### src/rtl/tdc_thermo_encoder_if.sv
// Timestamp bus between the TDC delay-line sampler and its consumer.
// The master drives the raw taps and enable. The slave returns the timestamp.
interface tdc_thermo_encoder_if #(
    parameter int unsigned NTAPS    = 200,
    parameter int unsigned CODE_W   = 8,
    parameter int unsigned COARSE_W = 16
);
    logic [NTAPS-1:0]    taps;
    logic                enable;
    logic [CODE_W-1:0]   fine_code;
    logic [COARSE_W-1:0] coarse_time;
    logic                ts_valid;
    logic                ts_ovf;
    logic                busy;

    modport master (
        output taps, enable,
        input  fine_code, coarse_time, ts_valid, ts_ovf, busy
    );

    modport slave (
        input  taps, enable,
        output fine_code, coarse_time, ts_valid, ts_ovf, busy
    );
endinterface

### src/rtl/tdc_thermo_encoder.sv
// Thermometer-to-binary encoder for a CARRY4 delay line.
// Pipeline: double-sync, bubble correct, popcount. A hit/dead-time FSM then emits one timestamp per trigger edge.
module tdc_thermo_encoder #(
    parameter int unsigned NTAPS    = 200,
    parameter int unsigned CODE_W   = 8,
    parameter int unsigned COARSE_W = 16
) (
    input  logic                  clk,
    input  logic                  rst_n,
    tdc_thermo_encoder_if.slave   bus
);
    localparam int unsigned EXT_W = NTAPS + 2;
    localparam logic [2:0]  FILL_DONE = 3'd4;

    typedef enum logic [1:0] {IDLE, REPORT, WAIT_CLEAR} state_t;

    logic [NTAPS-1:0]    s1, s2, b;
    logic [COARSE_W-1:0] ctr, c1, c2, c3, c4;
    logic [CODE_W-1:0]   cnt;
    logic                b0_q;
    logic                enable_q;
    logic [2:0]          fill;
    logic                seen_zero;
    logic                zero_run;
    state_t              state;

    logic [CODE_W-1:0]   fine_code_r;
    logic [COARSE_W-1:0] coarse_time_r;
    logic                ts_valid_r, ts_ovf_r, busy_r;

    logic [EXT_W-1:0]    ext_c;
    logic [NTAPS-1:0]    maj_c;
    logic [CODE_W-1:0]   pop_c;
    logic                data_ok_c;

    // 3-tap majority. Below tap 0 the chain reads as 1. Above the last tap it reads as 0.
    always_comb begin
        ext_c = {1'b0, s2, 1'b1};
        maj_c = '0;
        for (int unsigned i = 0; i < NTAPS; i++) begin
            maj_c[i] = (ext_c[i]   & ext_c[i+1]) |
                       (ext_c[i]   & ext_c[i+2]) |
                       (ext_c[i+1] & ext_c[i+2]);
        end
    end

    always_comb begin
        pop_c = '0;
        for (int unsigned i = 0; i < NTAPS; i++) begin
            pop_c = pop_c + CODE_W'(b[i]);
        end
    end

    assign data_ok_c = (fill == FILL_DONE);

    // Sampling pipeline with the coarse count carried alongside each stage.
    always_ff @(posedge clk or negedge rst_n) begin
        if (!rst_n) begin
            s1       <= '0;
            s2       <= '0;
            b        <= '0;
            cnt      <= '0;
            b0_q     <= 1'b0;
            ctr      <= '0;
            c1       <= '0;
            c2       <= '0;
            c3       <= '0;
            c4       <= '0;
            enable_q <= 1'b0;
            fill     <= '0;
        end else begin
            s1       <= bus.taps;
            s2       <= s1;
            b        <= maj_c;
            cnt      <= pop_c;
            b0_q     <= b[0];
            ctr      <= ctr + COARSE_W'(1);
            c1       <= ctr;
            c2       <= c1;
            c3       <= c2;
            c4       <= c3;
            enable_q <= bus.enable;
            if (fill != FILL_DONE) fill <= fill + 3'd1;
        end
    end

    // Hit FSM. A hit only counts after a genuine zero has been observed since reset.
    always_ff @(posedge clk or negedge rst_n) begin
        if (!rst_n) begin
            state         <= IDLE;
            seen_zero     <= 1'b0;
            zero_run      <= 1'b0;
            fine_code_r   <= '0;
            coarse_time_r <= '0;
            ts_valid_r    <= 1'b0;
            ts_ovf_r      <= 1'b0;
            busy_r        <= 1'b0;
        end else begin
            ts_valid_r <= 1'b0;
            if (data_ok_c && !b0_q) seen_zero <= 1'b1;
            case (state)
                IDLE: begin
                    if (data_ok_c && b0_q) begin
                        if (!seen_zero) begin
                            state    <= WAIT_CLEAR;
                            zero_run <= 1'b0;
                            busy_r   <= 1'b1;
                        end else if (enable_q) begin
                            state         <= REPORT;
                            busy_r        <= 1'b1;
                            ts_valid_r    <= 1'b1;
                            fine_code_r   <= cnt;
                            coarse_time_r <= c4;
                            ts_ovf_r      <= (cnt == CODE_W'(NTAPS));
                        end
                    end
                end
                REPORT: begin
                    state    <= WAIT_CLEAR;
                    zero_run <= 1'b0;
                end
                WAIT_CLEAR: begin
                    if (b0_q) begin
                        zero_run <= 1'b0;
                    end else if (zero_run) begin
                        state    <= IDLE;
                        busy_r   <= 1'b0;
                        zero_run <= 1'b0;
                    end else begin
                        zero_run <= 1'b1;
                    end
                end
                default: begin
                    state  <= IDLE;
                    busy_r <= 1'b0;
                end
            endcase
        end
    end

    assign bus.fine_code   = fine_code_r;
    assign bus.coarse_time = coarse_time_r;
    assign bus.ts_valid    = ts_valid_r;
    assign bus.ts_ovf      = ts_ovf_r;
    assign bus.busy        = busy_r;
endmodule
### src/flat_wrapper.sv
// flat-port wrapper written by rule: the top's interface ports become plain ports
module tdc_thermo_encoder_flat 
#(
    parameter int unsigned NTAPS    = 200,
    parameter int unsigned CODE_W   = 8,
    parameter int unsigned COARSE_W = 16
)
  (clk, rst_n, bus_taps, bus_enable, bus_fine_code, bus_coarse_time, bus_ts_valid, bus_ts_ovf, bus_busy);
  tdc_thermo_encoder_if #(.NTAPS(NTAPS), .CODE_W(CODE_W), .COARSE_W(COARSE_W)) bus_i ();
  input  logic clk;
  input  logic rst_n;
  input wire logic [$bits(bus_i.taps)-1:0] bus_taps;
  input wire logic [$bits(bus_i.enable)-1:0] bus_enable;
  output wire logic [$bits(bus_i.fine_code)-1:0] bus_fine_code;
  output wire logic [$bits(bus_i.coarse_time)-1:0] bus_coarse_time;
  output wire logic [$bits(bus_i.ts_valid)-1:0] bus_ts_valid;
  output wire logic [$bits(bus_i.ts_ovf)-1:0] bus_ts_ovf;
  output wire logic [$bits(bus_i.busy)-1:0] bus_busy;
  assign bus_i.taps = bus_taps;
  assign bus_i.enable = bus_enable;
  assign bus_fine_code = bus_i.fine_code;
  assign bus_coarse_time = bus_i.coarse_time;
  assign bus_ts_valid = bus_i.ts_valid;
  assign bus_ts_ovf = bus_i.ts_ovf;
  assign bus_busy = bus_i.busy;
  tdc_thermo_encoder #(.NTAPS(NTAPS), .CODE_W(CODE_W), .COARSE_W(COARSE_W)) u_core (.clk(clk), .rst_n(rst_n), .bus(bus_i));
endmodule
### config.mk
export PLATFORM = sky130hd
export DESIGN_NAME = tdc_thermo_encoder_flat
export DESIGN_NICKNAME = d
export VERILOG_FILES = /design/src/rtl/tdc_thermo_encoder_if.sv /design/src/rtl/tdc_thermo_encoder.sv /design/src/flat_wrapper.sv
export SDC_FILE = /design/constraint.sdc
export NUM_CORES = 1
export LEC_CHECK = 0
export ABC_AREA = 1
export BUFFER_PORTS_ARGS = -buffer_cell sky130_fd_sc_hd__buf_4
export CORE_MARGIN = 2
export CORE_UTILIZATION = 30
export DETAILED_ROUTE_END_ITERATION = 8
export GPL_TIMING_DRIVEN = 0
export PLACE_DENSITY = 0.48
export SYNTH_ARGS = -nofsm -noshare
export SYNTH_HDL_FRONTEND = slang
export SYNTH_SLANG_ARGS = --single-unit
### constraint.sdc
create_clock -name clk -period 14.6 [get_ports clk]
set_input_delay 1.46 -clock clk [delete_from_list [all_inputs] [get_ports clk]]
set_output_delay 1.46 -clock clk [all_outputs]
set_load 0.02 [all_outputs]
==> impl_metrics.json, run 1 <==
{
  "grt_use_total_pct": 12.7,
  "clk_latency_ns": 0.63,
  "setup_tns_ns": 0,
  "synth_seq_cells": 724,
  "multi_input_comb_area_um2": 6850,
  "rsz0062_at_grt": "no",
  "syn-instance-count": 2042,
  "slew_headroom_pct": 57.9,
  "fmax_ghz": 0.123,
  "required_ns": 15.10,
  "viasPerCell": 3.91,
  "gp_congestion": 0.792,
  "die-width_um": 303,
  "cts_resized": 0,
  "cts.sinks": 724,
  "slew_violations": 0,
  "pin_count": 230,
  "wl_per_cell_um": 15.4,
  "cts_hold_buf": 0,
  "min_path_type": "reg2reg",
  "start_util_pct": 30.3,
  "layout.nets": 2783,
  "netlist_area_um2": 26900,
  "cp.arrival_ns": 8.63,
  "grt_max_degree": 121,
  "post_cts_buffers": 0,
  "avgSynthCellArea_um2": 13.2,
  "via_count": 14000,
  "drive_above_1_share_pct": 16.1,
  "clockRootBuffer": "clkbuf_16",
  "ys.warnings.count": 0,
  "cp_max_fo": 3,
  "cp_cell_sequence": "ha_1 -> inv_1 -> fa_1 -> fa_1 -> fa_1 -> fa_1 -> fa_1 -> fa_1 -> fa_1 -> fa_1 -> fa_1 -> fa_1 -> fa_1 -> inv_1 -> fa_1 -> fa_1 -> nand3_1 -> nand3_1 -> xor2_1",
  "numPortBuffers": 229,
  "cts_tree": "yes",
  "start_kind": "flop",
  "htree_levels": 3,
  "grt_antenna_before_repair": 2,
  "routed_wl_um": 55200,
  "syn-num-nets": 2466,
  "ys_types": 24,
  "clk_pin_slew_ns": 0.06,
  "dieArea_um2": 92000,
  "drc": 0,
  "syn_to_final_growth_pct": 22.9,
  "dp_hpwl_um": 42000,
  "fillerInstances": 8631,
  "ys_seq_area_share_pct": 67.4,
  "diodes": 0,
  "worst-setup-path-type": "reg2reg",
  "critPathSlowestCell": "fa_1",
  "finalCritPeriodShare_pct": 55.7,
  "fp.dieH_um": 303,
  "core_um2": 88600,
  "drt-initial-drc-count": 607,
  "status": "finished, final reports clean",
  "seqCellArea_um2": 18100,
  "max_cap_viol_count": 0,
  "grt_pass1_vias": 15800,
  "finClkSkew_ns": 0.0281,
  "finalSetupViolations": 0,
  "grt_pass1_wl_um": 88300,
  "finalHoldViolations": 0,
  "clockBufferDepth": 3,
  "numCtsBuffers": 79,
  "postRouteAntennaNets": 0,
  "worst_pin_slew_ns": 0.632,
  "firstDrtPassIters": 6,
  "period_minus_slack_ns": 8.13,
  "setup.worst_path.end_class": "flop",
  "rows": 109,
  "crit_top_cell": "fa_1",
  "overflow": 0,
  "cp_slowest_stage_delay_ns": 0.58
}
==> cell usage after synthesis <==
cell | n | area (um^2)
nand2_2 | 1 | 6.26
nor2_4 | 2 | 22.5
nand2_1 | 219 | 822
or2_2 | 1 | 6.26
buf_6 | 3 | 33.8
fa_1 | 186 | 3720
ha_1 | 35 | 438
xor2_1 | 10 | 87.6
xnor2_1 | 7 | 61.3
nand3_2 | 1 | 10.0
buf_4 | 2 | 15.0
nand2_4 | 1 | 11.3
o21ai_2 | 5 | 43.8
nor3_4 | 1 | 16.3
nand4_2 | 1 | 12.5
nor2_1 | 112 | 420
nand4_1 | 5 | 31.3
nand3b_1 | 1 | 7.51
dfrtp_1 | 724 | 18100
nand3_1 | 18 | 90.1
o21ai_0 | 8 | 40.0
inv_1 | 500 | 1880
a21oi_1 | 197 | 986
nor3_1 | 2 | 10.0
==> cells in the final DEF (no fill, tap or decap), types with 2 or more instances in the layout <==
master | synthesis | layout
a21oi_1 | 197 | 197
ha_1 | 35 | 35
inv_1 | 500 | 500
buf_6 | 3 | 3
buf_4 | 2 | 230
inv_6 | 0 | 4
nor2_1 | 112 | 112
nor3_1 | 2 | 2
nand3_1 | 18 | 18
nand4_1 | 5 | 5
nor2_4 | 2 | 2
clkbuf_16 | 0 | 79
clkinv_2 | 0 | 13
bufinv_16 | 0 | 12
buf_16 | 0 | 7
clkbuf_1 | 0 | 8
nand2_1 | 219 | 219
xnor2_1 | 7 | 7
fa_1 | 186 | 186
o21ai_2 | 5 | 5
clkinvlp_4 | 0 | 9
xor2_1 | 10 | 10
clkinv_4 | 0 | 6
o21ai_0 | 8 | 8
clkbuf_8 | 0 | 10
dfrtp_1 | 724 | 724
==> area by class of cell <==
| type | instances | area share, % |
|---|---|---|
| Buffer | 5 | 0.148 |
| Multi-Input combinational cell | 813 | 20.7 |
| Timing Repair Buffer | 236 | 5.81 |
| Tap cell | 1165 | 4.41 |
| Inverter | 500 | 5.68 |
| Sequential cell | 724 | 54.8 |
| Clock inverter | 47 | 1.96 |
| Clock buffer | 97 | 6.49 |
==> final timing paths <==
path,startpoint,endpoint,slack [ns],cells past startpoint
hold / removal,u_core.s1[22],u_core.s2[22],0.33,0
min in group asynchronous,rst_n,u_core.s1[72],0.78,1
setup / recovery,u_core.b[0],u_core.cnt[4],6.47,19
max in group asynchronous,rst_n,u_core.s1[189],12.12,4
hold reg to reg,u_core.s1[22],u_core.s2[22],0.33,0
setup reg to reg,u_core.b[0],u_core.cnt[4],6.47,19
==> through the flow <==
stage               hold WS (ns)  cell area, um^2  util (%)  setup WS [ns]  cells
CTS                        0.325            33100      37.3           6.36   3587
finish                     0.330            33100      37.3           6.47   3587
global route               0.340            33100      37.3           6.10   3587
global placement           0.335            30100      33.9           4.03   3436
detailed placement         0.335            30300      34.1           6.38   3443
floorplan                  0.331            26900         -           6.95   2042
==> state kept, by name (all words and copies together), names as in the netlist, 2 cells and up <==
signal and cells:
u_core.b 200, u_core.s1 200, u_core.s2 200, u_core.bus.coarse_time 16
u_core.c1 16, u_core.c2 16, u_core.c3 16, u_core.c4 16
u_core.ctr 16, u_core.bus.fine_code 8, u_core.cnt 8, u_core.fill 3
u_core.state 2
==> worst max-delay path, delay by kind of cell (launching register included) <==
kind | cells | cell delay [ns]
fa+ha+maj | 14 | 7.14
xor+xnor | 1 | 0.15
simple gates | 2 | 0.20
buf+inv | 2 | 0.11
flops | 1 | 0.39
==> per-layer routing <==
metal	GRT usage (%)	part of all wire (%)	up-vias
li1	-	-	6660
met1	16.4	43	7008
met2	21.5	50	259
met3	2.52	3.9	92
met4	4.26	2.6	0
met5	0	0	-
==> kinds of logic after synthesis <==
| logic type | Yosys count | synth area share [%] |
|---|---|---|
| AO/OA/AOI/OAI | 210 | 3.98 |
| XOR/XNOR | 17 | 0.554 |
| adder cells (fa/ha/maj) | 221 | 15.5 |
| buffers and inverters | 505 | 7.16 |
| flip-flops | 724 | 67.4 |
| AND/OR/NAND/NOR | 365 | 5.45 |
Power of run 1 is left out: the tool's default activity adds up to more than one toggle a clock period on the data nets, which glitch-free logic cannot reach.
==> run 2: changes to the inputs <==
==> constraint.sdc (replaced) <==
create_clock -name clk -period 8.4 [get_ports clk]
set_input_delay 0.84 -clock clk [delete_from_list [all_inputs] [get_ports clk]]
set_output_delay 0.84 -clock clk [all_outputs]
set_load 0.02 [all_outputs]
==> run 2 against run 1 <==
- routed wire length about the same
- global-route usage unchanged
- cell count unchanged
- critical path depth unchanged
- maximum frequency increased by 1.5%
- via count about the same
- clock skew about the same
- register-to-register slack got worse by 6.1 ns
- flip-flop and latch count unchanged
- core utilization about the same
- critical path type unchanged
- critical endpoint unchanged
==> impl_metrics.json, run 2 (synthesis gave the netlist of run 1 again) <==
{
  "die-width_um": 303,
  "grt_antenna_before_repair": 2,
  "fp.dieH_um": 303,
  "dieArea_um2": 92000,
  "start_util_pct": 30.3,
  "clockBufferDepth": 3,
  "cp_slowest_stage_delay_ns": 0.64,
  "layout.nets": 2783,
  "viasPerCell": 3.91,
  "crit_top_cell": "fa_1",
  "setup_tns_ns": 0,
  "routed_wl_um": 55200,
  "drive_above_1_share_pct": 16.2,
  "path_delay_family": "adder cells",
  "drc": 0,
  "slew_violations": 0,
  "start_kind": "flop",
  "rr_worst_depth": 19,
  "gp_congestion": 0.792,
  "fmax_ghz": 0.125,
  "numCtsBuffers": 79,
  "cp_max_fo": 3,
  "max_cap_viol_count": 0,
  "stdcell_area_um2": 33100,
  "largestRegisters": "u_core.b x200, u_core.s1 x200, u_core.s2 x200",
  "r2r-start": "u_core.b[0]",
  "path_depth": 19,
  "critPathSlowestCell": "fa_2",
  "core_um2": 88600,
  "setup.worst_path.end_class": "flop",
  "cts.sinks": 724,
  "wl_per_cell_um": 15.4,
  "slew_headroom_pct": 58.1,
  "r2r_end": "u_core.cnt[4]",
  "cts_hold_buf": 0,
  "cts_tree": "yes",
  "required_ns": 8.90,
  "cp_cell_sequence": "ha_1 -> inv_1 -> fa_1 -> fa_2 -> fa_2 -> fa_1 -> fa_1 -> fa_1 -> fa_1 -> fa_1 -> fa_1 -> fa_1 -> fa_1 -> inv_1 -> fa_1 -> fa_2 -> nand3_1 -> nand3_1 -> xor2_1",
  "setup.worst_path.start": "u_core.b[0]",
  "period_minus_slack_ns": 8.01,
  "r2r_slack_ns": 0.39,
  "placed_cell_area_um2": 30300,
  "rsz0062_at_grt": "no",
  "rows": 109,
  "firstDrtPassIters": 6,
  "finClkSkew_ns": 0.0282,
  "pin_count": 230,
  "finalSetupViolations": 0,
  "finalHoldViolations": 0,
  "postRouteAntennaNets": 0,
  "path_buf_inv": 2,
  "grt_pass1_vias": 15800,
  "status": "finished, final reports clean",
  "clockRootBuffer": "clkbuf_16",
  "drt-initial-drc-count": 597,
  "htree_levels": 3,
  "grt_pass1_wl_um": 88300,
  "grt_max_degree": 121,
  "grt_use_total_pct": 12.7,
  "clk_latency_ns": 0.63,
  "most-common-layout-cells": "dfrtp_1 (724), inv_1 (500), buf_4 (230)",
  "via_count": 14000,
  "dp_hpwl_um": 42000,
  "min_path_type": "in2async",
  "holdWs_ns": 0.157,
  "syn_to_final_growth_pct": 23.0,
  "final_common_cell": "dfrtp_1",
  "worst-setup-path-type": "reg2reg",
  "fillerInstances": 8630,
  "diodes": 0,
  "worst_pin_slew_ns": 0.628,
  "cp-endpoint": "u_core.cnt[4]",
  "cp.arrival_ns": 8.51,
  "numPortBuffers": 229,
  "clk_pin_slew_ns": 0.06,
  "overflow": 0,
  "finalCritPeriodShare_pct": 95.4
}
==> run 2: cell counts in the layout (fill, tap and decap cells not counted) <==
Identical to the previous run, type by type.
==> run 2: final cells by class <==
cell class | count | area [um^2] | area share, %
buffer | 5 | 48.8 | 0.148
tap | 1165 | 1460 | 4.41
inverter | 500 | 1880 | 5.68
timing repair buffer | 236 | 1920 | 5.80
sequential | 724 | 18100 | 54.8
multi-input combinational | 813 | 6850 | 20.7
clock inverter | 47 | 647 | 1.96
clock buffer | 97 | 2140 | 6.49
==> run 2: worst min-delay path by stage <==
stage / from / end / slack, ns / cells after the start
6_report: rst_n / u_core.s1[72] / 0.16 / 1
5_1_grt: rst_n / u_core.s1[72] / 0.16 / 1
4_1_cts: rst_n / u_core.s1[72] / 0.15 / 1
3_5_place_dp: u_core.c1[10] / u_core.c2[10] / 0.33 / 0
3_3_place_gp: u_core.c3[0] / u_core.c4[0] / 0.33 / 0
2_1_floorplan: u_core.c1[0] / u_core.c2[0] / 0.33 / 0
==> run 2: metal layers <==
metal,vias up,wire length [um],part of all wire [%],track usage [%]
met5,-,0,0,0
met4,0,1450,2.6,4.26
met3,92,2150,3.9,2.52
met2,259,27600,50,21.5
met1,7023,24000,43,16.4
li1,6658,-,-,-
==> run 2: worst register-to-register path, delay by kind of cell, from the launching register on <==
kind	cells	cell delay [ns]
XOR/XNOR	1	0.15
adder cells (fa/ha/maj)	14	7.04
buffers and inverters	2	0.11
flip-flops	1	0.39
AND/OR/NAND/NOR	2	0.18
==> run 2: repair_timing <==
action | in CTS | in global routing
buffers inserted | 0 | 0
setup endpoints to repair | 0 | 2
resized for setup | 0 | 3
==> run 2: per-stage QoR <==
stage	setup WS, ns	cells	util [%]
floorplan	0.755	2042	-
global placement	-1.55	3436	33.9
detailed placement	0.178	3443	34.1
CTS	0.163	3587	37.3
global route	0.0579	3587	37.3
finish	0.390	3587	37.3
Power of run 2 is left out for the same reason.
==> run 3: changes to the inputs <==
--- a/config.mk
+++ b/config.mk
@@ -5,7 +5,6 @@
 export SDC_FILE = /design/constraint.sdc
 export NUM_CORES = 1
 export LEC_CHECK = 0
-export ABC_AREA = 1
 export BUFFER_PORTS_ARGS = -buffer_cell sky130_fd_sc_hd__buf_4
 export CORE_MARGIN = 2
 export CORE_UTILIZATION = 30
==> run 3 against run 2 <==
- clock skew rose by 0.00055 ns
- setup slack got worse by 0.16 ns
- synthesized cell count fell by 25%
- highest routed layer unchanged
- first-iteration DRC count fell by 13%
- clock-buffer cell count grew 13
- design area is 2.1% lower
- critical path depth rose by 5
==> impl_metrics.json, run 3 <==
{
  "avgSynthCellArea_um2": 17.1,
  "drive_above_1_share_pct": 21.3,
  "largestRegisters": "u_core.b x200, u_core.s1 x200, u_core.s2 x200",
  "worst_pin_slew_ns": 0.630,
  "numPortBuffers": 229,
  "final_common_cell": "dfrtp_1",
  "most-common-layout-cells": "dfrtp_1 (724), inv_1 (282), buf_4 (228)",
  "postSynth.asyncResetShare_pct": 100,
  "synthTopCellsByCount": "dfrtp_1 (724), inv_1 (283), maj3_1 (198), fa_1 (186), ha_1 (35)",
  "worst-setup-path-type": "reg2reg",
  "synth_top_area_cell": "dfrtp_1",
  "routed_wl_um": 52700,
  "clockRootBuffer": "clkbuf_16",
  "syn-num-nets": 1960,
  "ys.flop_type": "dfrtp_1",
  "clk_latency_ns": 0.64,
  "layout.nets": 2277,
  "cts_hold_buf": 0,
  "status": "finished, final reports clean",
  "cts.sinks": 724,
  "rows": 108,
  "dp_hpwl_um": 39800,
  "syn_to_final_growth_pct": 23.4,
  "pin_count": 230,
  "cts_tree": "yes",
  "slew_headroom_pct": 58.0,
  "ys_seq_area_share_pct": 69.1,
  "gp_congestion": 0.802,
  "synth_seq_cells": 724,
  "fin_util_pct": 37.3,
  "slew_violations": 0,
  "core_um2": 86800,
  "seqCellArea_um2": 18100,
  "ys_top_cells_by_area": "dfrtp_1 (69%), fa_1 (14%), maj3_1 (7.6%)",
  "grt_pass1_vias": 14200,
  "finalSetupViolations": 0,
  "numCtsBuffers": 80,
  "viasPerCell": 3.87,
  "max_cap_viol_count": 0,
  "ys.warnings.count": 0,
  "overflow": 0,
  "synth_most_common_cell": "dfrtp_1",
  "htree_levels": 3,
  "clk_pin_slew_ns": 0.06,
  "fillerInstances": 8236,
  "synth_edf_count": 0,
  "ys_types": 33,
  "start_kind": "flop",
  "postRouteAntennaNets": 0,
  "die-width_um": 300,
  "netlist_area_um2": 26200,
  "clockBufferDepth": 3,
  "period_minus_slack_ns": 8.17,
  "finalHoldViolations": 0,
  "grt_max_degree": 128,
  "grt_antenna_before_repair": 5,
  "drt-initial-drc-count": 520,
  "finClkSkew_ns": 0.0287,
  "fmax_ghz": 0.122,
  "cp.arrival_ns": 8.69,
  "rsz0062_at_grt": "yes",
  "setup.worst_path.end_class": "flop",
  "grt_use_total_pct": 12.5,
  "cp_max_fo": 2,
  "syn-instance-count": 1536,
  "drc": 0,
  "via_count": 11900,
  "min_path_type": "in2async",
  "required_ns": 8.93,
  "wl_per_cell_um": 17.2,
  "yosysTopAreaCellShare_pct": 69.1,
  "fp.dieH_um": 300,
  "start_util_pct": 30.2,
  "grt_pass1_wl_um": 84000,
  "dieArea_um2": 89800,
  "finalCritPeriodShare_pct": 97.2,
  "multi_input_comb_area_um2": 7060,
  "firstDrtPassIters": 4
}
## run 3: cell types whose count changed after synthesis, moves of 6 or more
| cell | before | now |
|---|---|---|
| a21oi_1 | 197 | 8 |
| inv_1 | 500 | 283 |
| maj3_1 | 0 | 198 |
| mux2_2 | 0 | 8 |
| mux2_4 | 0 | 16 |
| nand2_1 | 219 | 7 |
| nand3_1 | 18 | 8 |
| nor2_1 | 112 | 13 |
| o21ai_0 | 8 | 2 |
| xnor2_1 | 7 | 16 |
## run 3: timing repair
| item | CTS | global route |
|---|---|---|
| endpoints found under the hold margin | 0 | 0 |
| gates resized for setup | 7 | 4 |
| setup buffers | 0 | 0 |
| pin swaps | 3 | 5 |
| setup endpoints to repair | 3 | 2 |
## run 3: through the flow
step | setup WS (ns) | setup TNS (ns) | std cells | cell area, um^2 | hold WS, ns
2_1_floorplan | 0.386 | 0 | 1536 | 26200 | 0.331
3_3_place_gp | -1.36 | -883.89 | 2920 | 29400 | 0.333
3_5_place_dp | -0.281 | -0.319 | 2926 | 29600 | 0.335
4_1_cts | 0.0114 | 0 | 3069 | 32400 | 0.0589
5_1_grt | -0.0489 | -0.0489 | 3070 | 32400 | 0.0796
6_report | 0.235 | 0 | 3070 | 32400 | 0.0924
## run 3: path summary, 6_finish.rpt
check                                     from                       to  slack (ns)  cells after the start
worst max-delay path              u_core.b[94]            u_core.cnt[6]        0.23                     24
worst min-delay path                     rst_n           u_core.s1[111]        0.09                      1
worst max register to register    u_core.b[94]            u_core.cnt[6]        0.23                     24
worst min register to register  u_core.s1[180]           u_core.s2[180]        0.32                      0
max in group asynchronous                rst_n  u_core.bus.fine_code[5]        6.85                      3
min in group clk                 bus_taps[169]           u_core.s1[169]        0.31                      1
## run 3: worst max-delay path, cell delays in order, from the launching register on
cell,delay (ns)
dfrtp_1,0.39
fa_1,0.55
fa_1,0.56
inv_1,0.05
fa_1,0.52
inv_1,0.06
fa_1,0.57
inv_1,0.07
fa_1,0.52
inv_2,0.06
fa_1,0.53
inv_1,0.05
fa_1,0.54
fa_1,0.46
fa_1,0.58
fa_2,0.46
fa_1,0.55
inv_1,0.05
fa_2,0.37
fa_2,0.36
a21o_1,0.20
a21oi_2,0.17
o21bai_1,0.10
a21oi_1,0.16
xnor2_1,0.14
## run 3: kinds of logic (layout without fill, tap and decap cells)
family                     after synthesis  in the layout  synth area share, %
adders and majority gates              419            419                 23.4
other                                    0              1                    0
and+or+nand+nor                         46             46                0.997
muxes                                   25             25                 1.30
buffers and inverters                  285            663                 4.14
AOI/OAI and AO/OA                       16             16                0.367
xor gates and xnor gates                21             21                0.701
DFF                                    724            724                 69.1
## run 3: area by class of cell
cell class | instances | share of cell area [%]
clock buffer | 110 | 7.12
clock inverter | 33 | 1.45
antenna | 1 | 0.00773
buffer | 2 | 0.0696
multi-input combinational | 527 | 21.8
timing repair buffer | 235 | 5.84
tap | 1155 | 4.46
sequential | 724 | 56.0
inverter | 283 | 3.28
## run 3: metal layers
| layer | vias up | part of all wire [%] | GRT usage (%) | wire length, um |
|---|---|---|---|---|
| li1 | 5366 | - | - | - |
| met1 | 6205 | 44 | 16.8 | 23200 |
| met2 | 239 | 49 | 20.4 | 26000 |
| met3 | 72 | 4.6 | 2.75 | 2420 |
| met4 | 0 | 2.0 | 3.27 | 1040 |
| met5 | - | 0 | 0 | 0 |
Power of run 3 is left out for the same reason.
